$ cat config.mk
export PLATFORM = sky130hd
export DESIGN_NAME = memory_arbiter
export DESIGN_NICKNAME = d
export VERILOG_FILES = /design/src/rtl/memory_arbiter.sv
export SDC_FILE = /design/constraint.sdc
export NUM_CORES = 1
export LEC_CHECK = 0
export CORE_AREA = 3 3 103 105
export CTS_CLUSTER_DIAMETER = 50
export DETAILED_ROUTE_END_ITERATION = 8
export DIE_AREA = 0 0 106 108
export GPL_ROUTABILITY_DRIVEN = 0
export HOLD_SLACK_MARGIN = 0.08
export PLACE_DENSITY_LB_ADDON = 0.08
export SLEW_MARGIN = 20
export SYNTH_ARGS = -nofsm -noshare
export SYNTH_HDL_FRONTEND = slang
export SYNTH_SLANG_ARGS = --single-unit
$ cat constraint.sdc
create_clock -name CLK -period 2.08 [get_ports CLK]
set_input_delay 0.416 -clock CLK [delete_from_list [all_inputs] [get_ports CLK]]
set_output_delay 0.416 -clock CLK [all_outputs]
set_load 0.1 [all_outputs]
$ cat src/rtl/memory_arbiter.sv
// Responder side of the cache<->memory protocol: one single-ported RAM shared by dcache and icache,
// dcache has fixed priority. Optional serve-state timeout abort via `ARB_TIMEOUT_EN.
module memory_arbiter #(
  parameter int ADDR_W      = 32,
  parameter int DATA_W      = 32,
  parameter int TIMEOUT_CYC = 64
) (
  input  logic              CLK,
  input  logic              nRST,
  input  logic              dREN,
  input  logic              dWEN,
  input  logic [ADDR_W-1:0] daddr,
  input  logic [DATA_W-1:0] dstore,
  output logic              dwait,
  output logic [DATA_W-1:0] dload,
  input  logic              iREN,
  input  logic [ADDR_W-1:0] iaddr,
  output logic              iwait,
  output logic [DATA_W-1:0] iload,
  output logic              ramREN,
  output logic              ramWEN,
  output logic [ADDR_W-1:0] ramaddr,
  output logic [DATA_W-1:0] ramstore,
  input  logic [DATA_W-1:0] ramload,
  input  logic [1:0]        ramstate,
  output logic              arb_err
);

  typedef enum logic [1:0] {IDLE, DSERVE, ISERVE} state_t;

  localparam logic [1:0] RAM_ACCESS = 2'd2;
  localparam logic [1:0] RAM_ERROR  = 2'd3;

  state_t state, state_nxt;
  logic   hit;
  logic   tmo;

`ifdef ARB_TIMEOUT_EN
  localparam int CNT_W = $clog2(TIMEOUT_CYC) + 1;
  localparam logic [CNT_W-1:0] CNT_LAST = CNT_W'(TIMEOUT_CYC - 1);
  logic [CNT_W-1:0] cnt;

  // Counts busy serve cycles; any exit from a serve state goes through IDLE, which clears it.
  always_ff @(posedge CLK or negedge nRST) begin
    if (!nRST)              cnt <= '0;
    else if (state == IDLE) cnt <= '0;
    else                    cnt <= cnt + 1'b1;
  end

  assign tmo = (cnt == CNT_LAST) && !hit;
`else
  assign tmo = 1'b0;
`endif

  assign hit = (ramstate == RAM_ACCESS) || (ramstate == RAM_ERROR);

  always_ff @(posedge CLK or negedge nRST) begin
    if (!nRST) state <= IDLE;
    else       state <= state_nxt;
  end

  always_comb begin
    state_nxt = state;
    dwait     = 1'b1;
    iwait     = 1'b1;
    dload     = '0;
    iload     = '0;
    ramREN    = 1'b0;
    ramWEN    = 1'b0;
    ramaddr   = '0;
    ramstore  = '0;
    arb_err   = 1'b0;
    case (state)
      IDLE: begin
        if (dREN || dWEN) state_nxt = DSERVE;
        else if (iREN)    state_nxt = ISERVE;
      end
      DSERVE: begin
        if (!(dREN || dWEN)) begin
          state_nxt = IDLE;
        end else if (tmo) begin
          dwait     = 1'b0;
          dload     = DATA_W'(32'hDEAD_BEEF);
          arb_err   = 1'b1;
          state_nxt = IDLE;
        end else begin
          ramaddr  = daddr;
          ramstore = dstore;
          ramWEN   = dWEN;
          ramREN   = dREN && !dWEN;
          if (hit) begin
            dwait     = 1'b0;
            dload     = ramload;
            arb_err   = (ramstate == RAM_ERROR);
            state_nxt = IDLE;
          end
        end
      end
      ISERVE: begin
        if (!iREN) begin
          state_nxt = IDLE;
        end else if (tmo) begin
          iwait     = 1'b0;
          iload     = DATA_W'(32'hDEAD_BEEF);
          arb_err   = 1'b1;
          state_nxt = IDLE;
        end else begin
          ramaddr = iaddr;
          ramREN  = 1'b1;
          if (hit) begin
            iwait     = 1'b0;
            iload     = ramload;
            arb_err   = (ramstate == RAM_ERROR);
            state_nxt = IDLE;
          end
        end
      end
      default: state_nxt = IDLE;
    endcase
  end

endmodule

== After elaboration in Yosys (flattened, before gate mapping) ==
Cells that the tools add are included.
Storage, ports and cells
  register bits: 2
  bits in latches: 0
  RAM bits: 0
  ROM bits: 0
  logic and storage cells: 41
  memories kept: 0
Cells by class
  $add $sub $neg: 0
  $mul: 0
  div/mod/pow operators: 0
  magnitude comparators: 0
  eq/ne operators: 5
  shifts and indexed selects: 0
  multiplexer cells: 30
  bitwise gates (word level): 0
  reductions and logical operators: 5
Operator list (number)
  $mux W32: 9
  $pmux W32 S2: 1
  $mux W1: 12
  $mux W2: 5
  $eq A2 B2 Y1 const B: 3
  $pmux W2 S3: 1
  $pmux W1 S2: 2
  $ne A3 B3 Y1 const B: 1
  $eq A2 B1 Y1 const B: 1
  $logic_not A2 Y1: 1
  $logic_or A1 B1 Y1: 2
  $logic_and A1 B1 Y1: 1
  $logic_not A1 Y1: 1

== Depth between registers and ports, before layout ==
  depth in word-level cells: 5
  depth in mapped cells: 7

== Worst setup path before layout ==
No wires, ideal clock.
  path type: reg-to-output
  start: register state[0]
  end: output port ramaddr[22]
  arrival time: 2.477 ns
  setup slack: -0.813 ns
  cell stages (with the launch flop): 8
  buffers on the path: 2
  path through: dfrtp_1 inv_1 ha_1 and2_4 buf_6 buf_4 a22oi_1 nor2b_1
Between the ends
  longest elaborated chain between the ends: 2
  elaborated cells between the ends (all ways): 3
  classes of those cells: eq/ne: 2; mux: 1
RTL lines
  from (decl): RTL line 34  | state_t state, state_nxt;
  from (signal assigned): RTL line 59  | else state <= state_nxt;
  $eq A2 B2 Y1 / $eq A2 B1 Y1 (equally long branches): RTL line 73  | case (state)
  $pmux W32 S2 (*): RTL line 73
  to (decl): RTL line 22  | output logic [ADDR_W-1:0] ramaddr,
Mark *: on every way between the ends. The rest lies on a longest branch, timed or not.

== Worst setup path after layout ==
  start: register state[1]
  end: output port dload[23]
Between the ends
  longest elaborated chain between the ends: 2
RTL lines
  $eq A2 B1 Y1: RTL line 73
  $mux W32: RTL line 73
  to (decl): RTL line 15  | output logic [DATA_W-1:0] dload,
No other way between the ends.

==> impl_metrics.py <==
metrics = {
    "run_status": {
        "status": "finished with violations",
        "violations": "negative setup slack",
    },
    "logic_synthesis": {
        "ys_types": 23,
        "avgSynthCellArea_um2": 6.673,
        "async_flop_share_pct": 100.0,
        "ys_seq_elements": 2,
        "synthTopCellsByArea": "and3_1 (28%), a22oi_1 (17%), and2_1 (15%)",
        "synthFlopType": "dfrtp_1",
        "syn-instance-count": 216,
        "synth_nets": 355,
        "synth_most_common_cell": "and3_1",
        "synth_top_area_cell": "and3_1",
        "yosys-top-cells-count": "and3_1 (64), and2_1 (34), a22oi_1 (32), nor2b_1 (32), clkbuf_1 (10)",
        "ys_seq_area_share_pct": 3.472,
        "synth_top_area_share_pct": 27.78,
        "synth_edf_count": 0,
        "syn_area_um2": 1441,
        "yosysWarnings": 0,
    },
    "critical_path": {
        "r2r_setup_slack_ns": 0.25,
        "cp-start-kind": "register",
        "critPathMaxFanout": 8,
        "end_kind": "primary output",
        "arrival_ns": 1.78,
        "critPathKind": "register to primary output",
        "crit_end": "dload[23]",
        "reg2reg_to": "state[0]",
        "r2r-start": "state[0]",
        "cp-startpoint": "state[1]",
        "cp.required_ns": 1.66,
        "r2r_cells": 8,
    },
    "detailed_routing": {
        "wl_per_cell_um": 17.36,
        "drt_iter0_drc": 90,
        "viasPerCell": 4.385,
        "first_pass_iters": 4,
        "wirelength_um": 10820,
        "postRouteAntennaNets": 0,
        "num_vias": 2732,
        "post-route-drc-count": 0,
    },
    "floorplan": {
        "core_um2": 9729,
        "dieArea_um2": 11450,
        "initial_utilization_pct": 14.81,
        "io_pins": 268,
        "rows": 36,
        "die_w_um": 106,
        "die-height_um": 108,
    },
    "sta": {
        "setup_slack_ns": -0.1176,
        "relSlewSlack_pct": 85.20,
        "worst_slew_pin_slew_ns": 0.2220,
        "drv_slew": 0,
        "rsz0062_at_grt": "yes",
        "fmax_ghz": 0.4551,
        "fin_crit_sh_pct": 105.7,
        "fin_crit_ns": 2.198,
        "setup_viol": 126,
        "fin_worst_skew_ns": 0.0001898,
        "hold_viol_final": 0,
    },
    "cells_and_area": {
        "fin_nets": 630,
        "areaGrowthSynthToFinish_pct": 353.7,
        "largest_register": "state",
        "reg_top3": "state (2)",
        "largest_reg_flops": 2,
        "final_area_um2": 6540,
        "drive_gt1_share_pct": 66.26,
    },
    "clock_tree": {
        "clkSinkCount": 2,
        "cts_hold_buf": 0,
        "cts_tree": "built",
        "clk_latency_ns": 0.21,
        "cts_buffers": 3,
        "clockRootBuffer": "clkbuf_8",
        "cts.reportedPaths.clkPinSlew_ns": 0.03,
        "cts_buffer_depth": 2,
        "ctsHtreeMaxLevel": 1,
    },
    "global_route": {
        "grt_pass1_vias": 2791,
        "grt_max_degree": 35,
        "grt_pass1_wl_um": 16040,
        "antenna_found_initial": 1,
        "track_usage_pct": 17.66,
        "grt_overflow": 0,
    },
    "hold_path": {
        "worst_hold_path_type": "primary input to asynchronous set/reset pin",
    },
    "power": {
        "p_leak_nw": 2.652,
        "power.density_nw_per_um2": 1079,
        "ir_drop_mv": 0.7071,
    },
    "placed_design": {
        "port-buffer-count": 267,
        "place_area_um2": 6017,
        "hpwl_um": 8484,
        "place_ws_ns": -0.1934,
    },
    "run": {
        "drv_cap": 0,
    },
}
==> cell usage in the layout (no fill, tap or decap), types with 2 or more instances in the layout <==
cell             Yosys  final
clkbuf_8             0      3
and3_4               0     34
ha_1                 4      2
clkbuf_16            0      2
nand2_1              4      2
nor2b_4              0     19
and2_4               1     33
buf_6                6      3
and3_2               0     30
buf_12               0    145
nor2_1               3      3
nor2b_2              0     13
buf_4                3     12
dlygate4sd2_1        0      3
dfrtp_1              2      2
o21ai_0              2      2
clkdlybuf4s50_1      0    130
a22oi_1             32     11
a22oi_2              0     21
==> logic make-up (layout without fill, tap and decap cells) <==
family          after synthesis  after routing  share of synthesized area, %
buf+inv                      30            303                         12.50
compound gates               40             40                         20.40
flops                         2              2                         3.472
fa+ha+maj                     4              4                         3.472
simple gates                140            140                         60.16
other cells                   0              1                             0
==> power by group <==
group	switching (W)	total [W]	internal, W
logic	0.00398	0.00684	0.00286
registers	0.0000154	0.0000672	0.0000518
clock network	0.0000311	0.000154	0.000122
==> layout make-up <==
| class | count | area (um^2) |
|---|---|---|
| diodes | 1 | 2.502 |
| clock buffers | 3 | 41.29 |
| fillers | 748 | 3189 |
| inverters | 2 | 7.507 |
| multi-input cells | 184 | 1813 |
| flip-flops and latches | 2 | 50.05 |
| well taps | 133 | 166.4 |
| repair buffers | 298 | 4459 |
==> metal layers <==
layer / global-route usage (%) / up-vias / wire length, um / part of all wire (%)
met5: 0 / - / 0 / 0
met4: 3.238 / 0 / 138 / 1.3
met2: 34.84 / 127 / 6164 / 57
li1: - / 1324 / - / -
met1: 19.09 / 1271 / 3767 / 35
met3: 4.418 / 10 / 747 / 6.9
==> how the worst min path moves through the flow <==
stage | startpoint | to | slack [ns] | cells after the start
finish | nRST | state[1] | 0.37 | 1
detailed placement | nRST | state[1] | 0.59 | 1
global route | nRST | state[1] | 0.37 | 1
global placement | state[1] | state[1] | 0.58 | 1
CTS | nRST | state[1] | 0.36 | 1
floorplan | nRST | state[0] | 0.12 | 0
==> worst max-delay path: stages, from the launching register on <==
cell and delay [ns]:
dfrtp_1 0.40, inv_2 0.10, ha_4 0.16, o21a_4 0.24, buf_12 0.17, buf_12 0.12, and3_4 0.20, buf_12 0.17
==> repair_timing <==
action,CTS,global route
gates resized for setup,72,33
setup endpoints to repair,130,130
pin swaps,22,15
setup buffers,5,2
gates cloned,4,3
==> metrics by stage <==
stage          cells  util (%)  setup TNS (ns)  total power [W]  hold slack, ns
5_1_grt          623     67.22          -18.28         0.007274          0.3685
4_1_cts          620     66.64          -9.350         0.007027          0.3639
6_report         623     67.22          -8.104         0.007058          0.3691
3_3_place_gp     608     61.84          -11.35         0.006304          0.5772
3_5_place_dp     608     61.84          -12.80         0.006344          0.5884
2_1_floorplan    216         -          -3.208         0.003981          0.1204
Power figures use the tool's default switching activity.
